[src/rtl/credit_rr_arbiter.sv]
// credit_rr_arbiter: packet-level round-robin arbiter feeding the send-request FIFO.
// One requester owns the grant from its first flit through its tail flit. Flits are
// written only while downstream credits remain. The credit counter for the request
// path lives here.
module credit_rr_arbiter #(
   parameter int NUM_REQ         = 4,
   parameter int DATA_LINE_WIDTH = 40,
   parameter int FIFO_DEPTH      = 32,
   parameter int LOG2_FIFO_DEPTH = 5,
   parameter int IDX_W           = 2
) (
   input  logic                               clk,
   input  logic                               rst_n,
   input  logic [NUM_REQ-1:0]                 i_req_valid,
   input  logic [NUM_REQ*DATA_LINE_WIDTH-1:0] i_req_bits,
   input  logic [NUM_REQ-1:0]                 i_req_last,
   output logic [NUM_REQ-1:0]                 o_req_ready,
   output logic [DATA_LINE_WIDTH-1:0]         o_sreq_inbits,
   output logic                               o_sreq_wen,
   input  logic                               i_sreq_fifo_full,
   input  logic                               i_credit_return,
   output logic [LOG2_FIFO_DEPTH:0]           o_credits,
   output logic [NUM_REQ-1:0]                 o_grant,
   output logic                               o_busy,
   output logic                               o_credit_err
);

   localparam logic [0:0] ST_IDLE   = 1'b0;
   localparam logic [0:0] ST_LOCKED = 1'b1;

   localparam logic [LOG2_FIFO_DEPTH:0] CREDIT_MAX = (LOG2_FIFO_DEPTH+1)'(FIFO_DEPTH);
   localparam logic [LOG2_FIFO_DEPTH:0] CREDIT_ONE = (LOG2_FIFO_DEPTH+1)'(1);
   localparam logic [IDX_W-1:0]         LAST_IDX   = IDX_W'(NUM_REQ-1);
   localparam logic [IDX_W-1:0]         IDX_ONE    = IDX_W'(1);
   localparam logic [IDX_W:0]           NUM_REQ_W  = (IDX_W+1)'(NUM_REQ);

   logic [0:0]               state_q, state_d;
   logic [IDX_W-1:0]         owner_q, owner_d;
   logic [IDX_W-1:0]         rr_ptr_q, rr_ptr_d;
   logic [LOG2_FIFO_DEPTH:0] credits_q, credits_d;
   logic                     credit_err_q, credit_err_d;

   logic [DATA_LINE_WIDTH-1:0] flit_arr [NUM_REQ];
   logic [NUM_REQ-1:0]         owner_onehot;
   logic                       locked;
   logic                       can_send;
   logic                       xfer;
   logic                       tail;
   logic                       pick_valid;
   logic [IDX_W-1:0]           pick_idx;
   logic [IDX_W:0]             cand;

   // Split the packed flit bus into one entry per requester
   genvar gi;
   generate
      for (gi = 0; gi < NUM_REQ; gi++) begin : g_unpack
         assign flit_arr[gi] = i_req_bits[gi*DATA_LINE_WIDTH +: DATA_LINE_WIDTH];
      end
   endgenerate

   assign locked       = (state_q == ST_LOCKED);
   assign owner_onehot = NUM_REQ'(1) << owner_q;
   assign can_send     = (credits_q != '0) && !i_sreq_fifo_full;
   assign xfer         = locked && can_send && i_req_valid[owner_q];
   assign tail         = xfer && i_req_last[owner_q];

   assign o_grant       = locked ? owner_onehot : '0;
   assign o_req_ready   = (locked && can_send) ? owner_onehot : '0;
   assign o_sreq_wen    = xfer;
   // Zeroed when nothing is written so the FIFO data bus never floats to X
   assign o_sreq_inbits = xfer ? flit_arr[owner_q] : '0;
   assign o_credits     = credits_q;
   assign o_busy        = locked;
   assign o_credit_err  = credit_err_q;

   // Round-robin pick: scan from the highest offset down so the lowest offset from rr_ptr wins
   always_comb begin
      pick_valid = 1'b0;
      pick_idx   = rr_ptr_q;
      cand       = '0;
      for (int i = NUM_REQ-1; i >= 0; i--) begin
         cand = {1'b0, rr_ptr_q} + (IDX_W+1)'(i);
         if (cand >= NUM_REQ_W) begin
            cand = cand - NUM_REQ_W;
         end
         if (i_req_valid[cand[IDX_W-1:0]]) begin
            pick_valid = 1'b1;
            pick_idx   = cand[IDX_W-1:0];
         end
      end
   end

   // Ownership FSM: lock on a pick, release after the owner's tail flit
   always_comb begin
      state_d  = state_q;
      owner_d  = owner_q;
      rr_ptr_d = rr_ptr_q;
      case (state_q)
         ST_IDLE: begin
            if (pick_valid) begin
               state_d = ST_LOCKED;
               owner_d = pick_idx;
            end
         end
         default: begin
            if (tail) begin
               state_d  = ST_IDLE;
               rr_ptr_d = (owner_q == LAST_IDX) ? '0 : owner_q + IDX_ONE;
            end
         end
      endcase
   end

   // Credit counter: a write spends one credit, a return pulse refunds one, saturating at depth
   always_comb begin
      credits_d    = credits_q;
      credit_err_d = credit_err_q;
      case ({xfer, i_credit_return})
         2'b10: credits_d = credits_q - CREDIT_ONE;
         2'b01: begin
            if (credits_q == CREDIT_MAX) begin
               credit_err_d = 1'b1;
            end else begin
               credits_d = credits_q + CREDIT_ONE;
            end
         end
         default: credits_d = credits_q;
      endcase
   end

   // State registers
   always_ff @(posedge clk or negedge rst_n) begin
      if (!rst_n) begin
         state_q      <= ST_IDLE;
         owner_q      <= '0;
         rr_ptr_q     <= '0;
         credits_q    <= CREDIT_MAX;
         credit_err_q <= 1'b0;
      end else begin
         state_q      <= state_d;
         owner_q      <= owner_d;
         rr_ptr_q     <= rr_ptr_d;
         credits_q    <= credits_d;
         credit_err_q <= credit_err_d;
      end
   end

endmodule

[config.mk]
export PLATFORM = sky130hd
export DESIGN_NAME = credit_rr_arbiter
export DESIGN_NICKNAME = d
export VERILOG_FILES = /design/src/rtl/credit_rr_arbiter.sv
export SDC_FILE = /design/constraint.sdc
export NUM_CORES = 1
export LEC_CHECK = 0
export ABC_AREA = 1
export CAP_MARGIN = 5
export CORE_MARGIN = 2
export CORE_UTILIZATION = 32
export CTS_CLUSTER_DIAMETER = 100
export DETAILED_ROUTE_END_ITERATION = 8
export GPL_TIMING_DRIVEN = 0
export MAX_ROUTING_LAYER = met4
export PLACE_DENSITY = 0.84
export SETUP_SLACK_MARGIN = 0.4
export SLEW_MARGIN = 20
export SYNTH_ARGS = -nofsm -noshare
export SYNTH_HDL_FRONTEND = slang
export SYNTH_SLANG_ARGS = --single-unit
[constraint.sdc]
create_clock -name clk -period 2.7 [get_ports clk]
set_clock_uncertainty 0.15 [all_clocks]
set_input_delay 0.405 -clock clk [delete_from_list [all_inputs] [get_ports clk]]
set_output_delay 0.405 -clock clk [all_outputs]
set_load 0.005 [all_outputs]
* After elaboration in Yosys (flattened, before gate mapping)
Cells that the tools add are included. Widths: inputs -> output; s select.
Storage, ports and cells: word-level logic and storage cells 80, register bits 12
Cells by class: shifts and indexed selects 1, mux-type cells 36, eq/ne operators 5, bitwise gates (word level) 2, add/subtract/negate cells 10, reduce and logical (&&, ||, !) cells 11, order comparisons 10
Operators with widths (number):
- $mux 40 | 3
- $bmux 40 s2 | 1
- $mux 2 | 9
- $lt 2x3->1 const B | 5
- $mux 1 | 13
- $bmux 1 s2 | 6
- $ge 3x3->1 const B | 4
- $pmux 6 s2 | 1
- $mux 4 | 2
- $reduce_and 2->1 | 4
- $sub 2x1->2 const B | 4
- $add 2x2->3 const B | 2
- $add 6x1->6 const B | 1
- $eq 6x6->1 const B | 1
- $mux 6 | 1
- $reduce_bool 6->1 | 1
- $sub 6x1->6 const B | 1
- $eq 2x2->1 const B | 2
- $logic_and 1x1->1 | 4
- $shl 1x2->4 const A | 1
- $add 2x1->3 const B | 1
- $ge 2x3->1 const B | 1
- $not 2->3 | 1
- $add 2x1->2 const B | 1
- other kinds (5) | 5

* Longest topological paths before layout
depth after elaboration 11, gate-level depth with buffers 18, gate-level depth less buffers 17

* Worst setup path before layout
OpenSTA, ideal clock, no wires.
path kind reg2reg, start point reg owner_q[0], end point reg credits_q[5] (netlist: o_credits[5]), stages on the path, launching flop included 19, data arrival time 2.046 ns, buffers on the path 1, period minus slack after synthesis 2.268 ns, required time 2.478 ns, setup slack 0.432 ns, cell sequence dfrtp_1 -> inv_2 -> buf_6 -> nand2_1 -> nand3_2 -> a21oi_4 -> nor2_1 -> inv_1 -> ha_1 -> nand2_1 -> inv_1 -> nand2_1 -> nand3_1 -> inv_1 -> nand3_1 -> nand2_1 -> nand2_1 -> nand2_1 -> inv_1
Between the ends: longest elaborated chain between the ends 6, elaborated cells between the ends (all ways) 9
RTL lines:
- start: declaration | line 38 | logic [IDX_W-1:0] owner_q, owner_d;
- start signal: assignment | line 141 | owner_q <= owner_d;
- $bmux 1 s2 (*) | line 64 | assign xfer = locked && can_send && i_req_valid[owner_q];
- $mux 1 (implied by the code) (*) | line 64
- $logic_and 1x1->1 (*) | line 64
- via o_sreq_wen | line 19 | output logic o_sreq_wen,
- $eq 2x1->1 or $eq 2x2->1 (tied branches) | line 118 | case ({xfer, i_credit_return})
- $ne 2x2->1 (no line) or $reduce_bool 2->1 (tied branches)
- $reduce_and 2->1 (no line)
- end signal: assignment | line 143 | credits_q <= credits_d;
- end: declaration | line 40 | logic [LOG2_FIFO_DEPTH:0] credits_q, credits_d;
Mark *: on every way through the listed nets, which the timed path passes. The rest lies on a longest branch. The select of a mux whose other input is x is not followed. A chain may end at the register's enable or synchronous reset.

* Worst setup path after layout
start point reg credits_q[4] (netlist: o_credits[4]), end point reg credits_q[5] (netlist: o_credits[5])
Between the ends: longest elaborated chain between the ends 7, elaborated cells between the ends (all ways) 14
RTL lines:
- branches (longest 7 deep; another with $add 6x1->6)
Several ways; the timed one is not identified. The select of a mux whose other input is x is not followed.

==> run summary <==
Hold Path Depth -> 1
first-pass GRT wire length -> 20600 um
ANT nets after route -> 0
max incr delay on CP -> 0.41 ns
period utilisation layout -> 0.9026
most common library cells after synthesis -> 179 x nor2_1, 89 x o21ai_0, 61 x nand2_1
Seq/Total Area, Yosys -> 0.1213
Initial DRT Pass Iterations -> 4
Setup CP Type -> flop to flop
layout cells sized above 1 -> 0.2197
routed vias -> 4291
post-synth top area cell -> nor2_1
post-synth cell types -> 26
Yosys warnings -> 0
number of flops mapped to enable cells by yosys -> 0
unrepaired setup endpoints after global routing -> yes
compound-gate portion of the synthesized area -> 0.2894
Via density -> 5.084
Max FO, Critical Path -> 6
leading cell type by number of instances after synthesis -> nor2_1
Final min period -> 2.437 ns
largest family of logic cells by synthesized area -> simple AND/OR/NAND/NOR gates
Crit path max-delay family -> simple AND/OR/NAND/NOR gates
Hold Fails Final Rpt -> 0
Starting Density -> 0.3268
main area contributors after synthesis -> nor2_1 27%, o21ai_0 18%, dfrtp_1 11%
CP arrival -> 2.47 ns
cts bufs inserted -> 3
clock power share -> 0.037
mux cell area share after synthesis -> 0
Yosys reg bits -> 12
CP Capture Type -> flop
CTS tree -> yes
Startpoint Class -> flop
Internal -> 2.314 mW
worst vdd ir -> 0.0008642 V
Hold Path Class -> flop to flop
Synth Net Count -> 673
Area Overhead vs Synth -> 116.7%
Cells after Synth -> 491
ys async rst share -> 1.000
number of max-cap violations -> 0
Worst R2R Path Depth -> 15
Synth Area in XOR/XNOR -> 0.01409
DIE AREA -> 8490 um^2
total track usage -> 0.3084
Flop pwr share -> 0.081
critical-path cell list -> nor2_1, nand3_2, nand2_4, a21oi_4, nor2_4, clkinv_4, ha_4, a21oi_1, nand3_2, inv_2, nand3_2, nand2_1, nand2_1, nand2_1, inv_1
CP max stage cell -> dfrtp_2
# nets final -> 925
CP required -> 2.73 ns
clock sinks -> 12
CTS Buffer Depth -> 2
switching power -> 2.586 mW
Slew @ Worst Pin -> 0.5969 ns
post-synthesis simple-gate area fraction -> 0.4147
combinational share of power -> 0.882
# IOs -> 229
Worst-Skew Late Latency -> 0.25 ns
Post-synth top flop -> dfrtp_1
Synth Area in Adders -> 0.05335
Placed Area -> 4896 um^2
Die H -> 92.14 um
Initial DRC Count -> 218
FP Rows -> 32
die width -> 92.14 um
design area -> 5386 um^2
PD cells -> 909.8 nW/um^2
Slew headroom -> 0.6008
H-tree Lvls -> 1
drt drc -> 0
crit path buf inv count -> 3
vias in the first global route -> 4109
Synth Cell Area -> 2486 um^2
largest net degree at the start of global routing -> 13
switching share of total power -> 0.5278
Synth top area share -> 0.2703
Final setup viols -> 0
P_leak -> 2.414 nW
final WL -> 13770 um
routed wire length per instance -> 16.32 um
initial antenna violation count -> 0
gpl congestion -> 0.9136
Syn Area/Cell -> 5.063 um^2
Fmax -> 0.4103 GHz
Power Total -> 4.900 mW
Max Slew Vio Count -> 0
cts hold-fix bufs -> 0
GRT Residual Overflow -> 0
I/O Buffers -> 228
Root Buffer Master -> clkbuf_8
Post-DP HPWL -> 10210 um
Placeable Area -> 7607 um^2
status -> finished clean
Reg clk slew, reported paths -> 0.06 ns
CP Depth -> 15
# diodes -> 0
logic make-up (layout without fill, tap and decap cells):
| family | Yosys count | after routing |
|---|---|---|
| simple gates | 261 | 261 |
| compound gates | 140 | 140 |
| buf+inv | 64 | 315 |
| flops | 12 | 12 |
| fa+ha+maj | 10 | 10 |
| xor+xnor | 4 | 4 |
placed cells by master, fill, tap and decap left out, types with 2 or more instances in the layout:
cell | netlist | routed
a21oi_1 | 46 | 16
a21oi_2 | 1 | 26
a21oi_4 | 1 | 6
buf_1 | 2 | 2
buf_12 | 0 | 2
buf_2 | 15 | 34
buf_4 | 0 | 19
buf_6 | 1 | 3
buf_8 | 0 | 4
clkbuf_1 | 14 | 3
clkbuf_16 | 0 | 2
clkbuf_2 | 0 | 15
clkbuf_4 | 0 | 4
clkbuf_8 | 0 | 3
clkdlybuf4s15_1 | 0 | 4
clkdlybuf4s50_1 | 0 | 176
dfrtp_1 | 11 | 4
dfrtp_2 | 0 | 7
dlygate4sd2_1 | 0 | 9
dlymetal6s2s_1 | 0 | 2
ha_1 | 9 | 3
ha_4 | 0 | 5
inv_1 | 30 | 25
inv_2 | 2 | 4
nand2_1 | 61 | 55
nand2_2 | 3 | 4
nand2_4 | 1 | 6
nand3_1 | 11 | 8
nand3_2 | 2 | 5
nand4_1 | 3 | 3
nor2_1 | 179 | 173
nor2_2 | 0 | 3
nor2_4 | 0 | 3
o21ai_0 | 89 | 84
o21ai_1 | 1 | 5
xor2_1 | 4 | 4
worst reg2reg max path: stages, from the launching register on:
cell and delay, ns:
dfrtp_2 0.41, nor2_1 0.16, nand3_2 0.13, nand2_4 0.13, a21oi_4 0.05, nor2_4 0.14, clkinv_4 0.14, ha_4 0.26
a21oi_1 0.22, nand3_2 0.13, inv_2 0.09, nand3_2 0.09, nand2_1 0.09, nand2_1 0.06, nand2_1 0.07, inv_1 0.04
cell type report:
cell class,count,area [um^2]
Buffer,32,274.0
Clock buffer,4,45.04
Fill cell,645,2221
Inverter,32,132.6
Multi-Input combinational cell,415,2237
Sequential cell,12,310.3
Tap cell,102,127.6
Timing Repair Buffer,247,2260
timing repair:
item	CTS	global route
pin swaps	8	12
gates resized for setup	219	81
setup buffers	14	5
endpoints found under the setup margin	50	48
state kept, by name (all words and copies together) (netlist names):
name,cells
owner_q,2
o_credit_err,1
rr_ptr_q,2
o_busy,1
o_credits,6
per-stage QoR:
step           hold slack, ns  utilization  worst slack [ns]  TNS [ns]  cells
5_1_grt                0.3550       0.7081            0.1755         0    844
3_5_place_dp           0.3195       0.6436           -0.2398    -6.069    821
4_1_cts                0.3406       0.6822            0.2334         0    839
6_report               0.3417       0.7081            0.2630         0    844
3_3_place_gp           0.3263       0.6436           -0.1945    -5.390    821
2_1_floorplan        -0.04059            -            0.4317         0    491
power groups by stage:
stage / logic (mW) / clock network [mW] / registers, mW
6_report: 4.32 / 0.179 / 0.397
5_1_grt: 4.72 / 0.187 / 0.407
4_1_cts: 3.87 / 0.174 / 0.383
3_5_place_dp: 3.45 / 0 / 0.403
3_3_place_gp: 3.37 / 0 / 0.400
2_1_floorplan: 2.03 / 0 / 0.377
layer usage:
metal	routed length, um	share of wire	track usage
met4	607	0.044	0.1132
met5	0	0	-
met3	990	0.072	0.04108
met2	6596	0.48	0.5257
met1	5578	0.40	0.3721
final timing paths:
check,to,slack [ns],startpoint
max reg2reg,o_credits[5],0.26,o_credits[4]
min,o_credit_err,0.34,o_credit_err
max in group asynchronous,owner_q[0],1.59,rst_n
max,o_credits[5],0.26,o_credits[4]
min reg2reg,o_credit_err,0.34,o_credit_err
min in group asynchronous,o_credits[4],0.39,rst_n
Power figures use the tool's default switching activity.
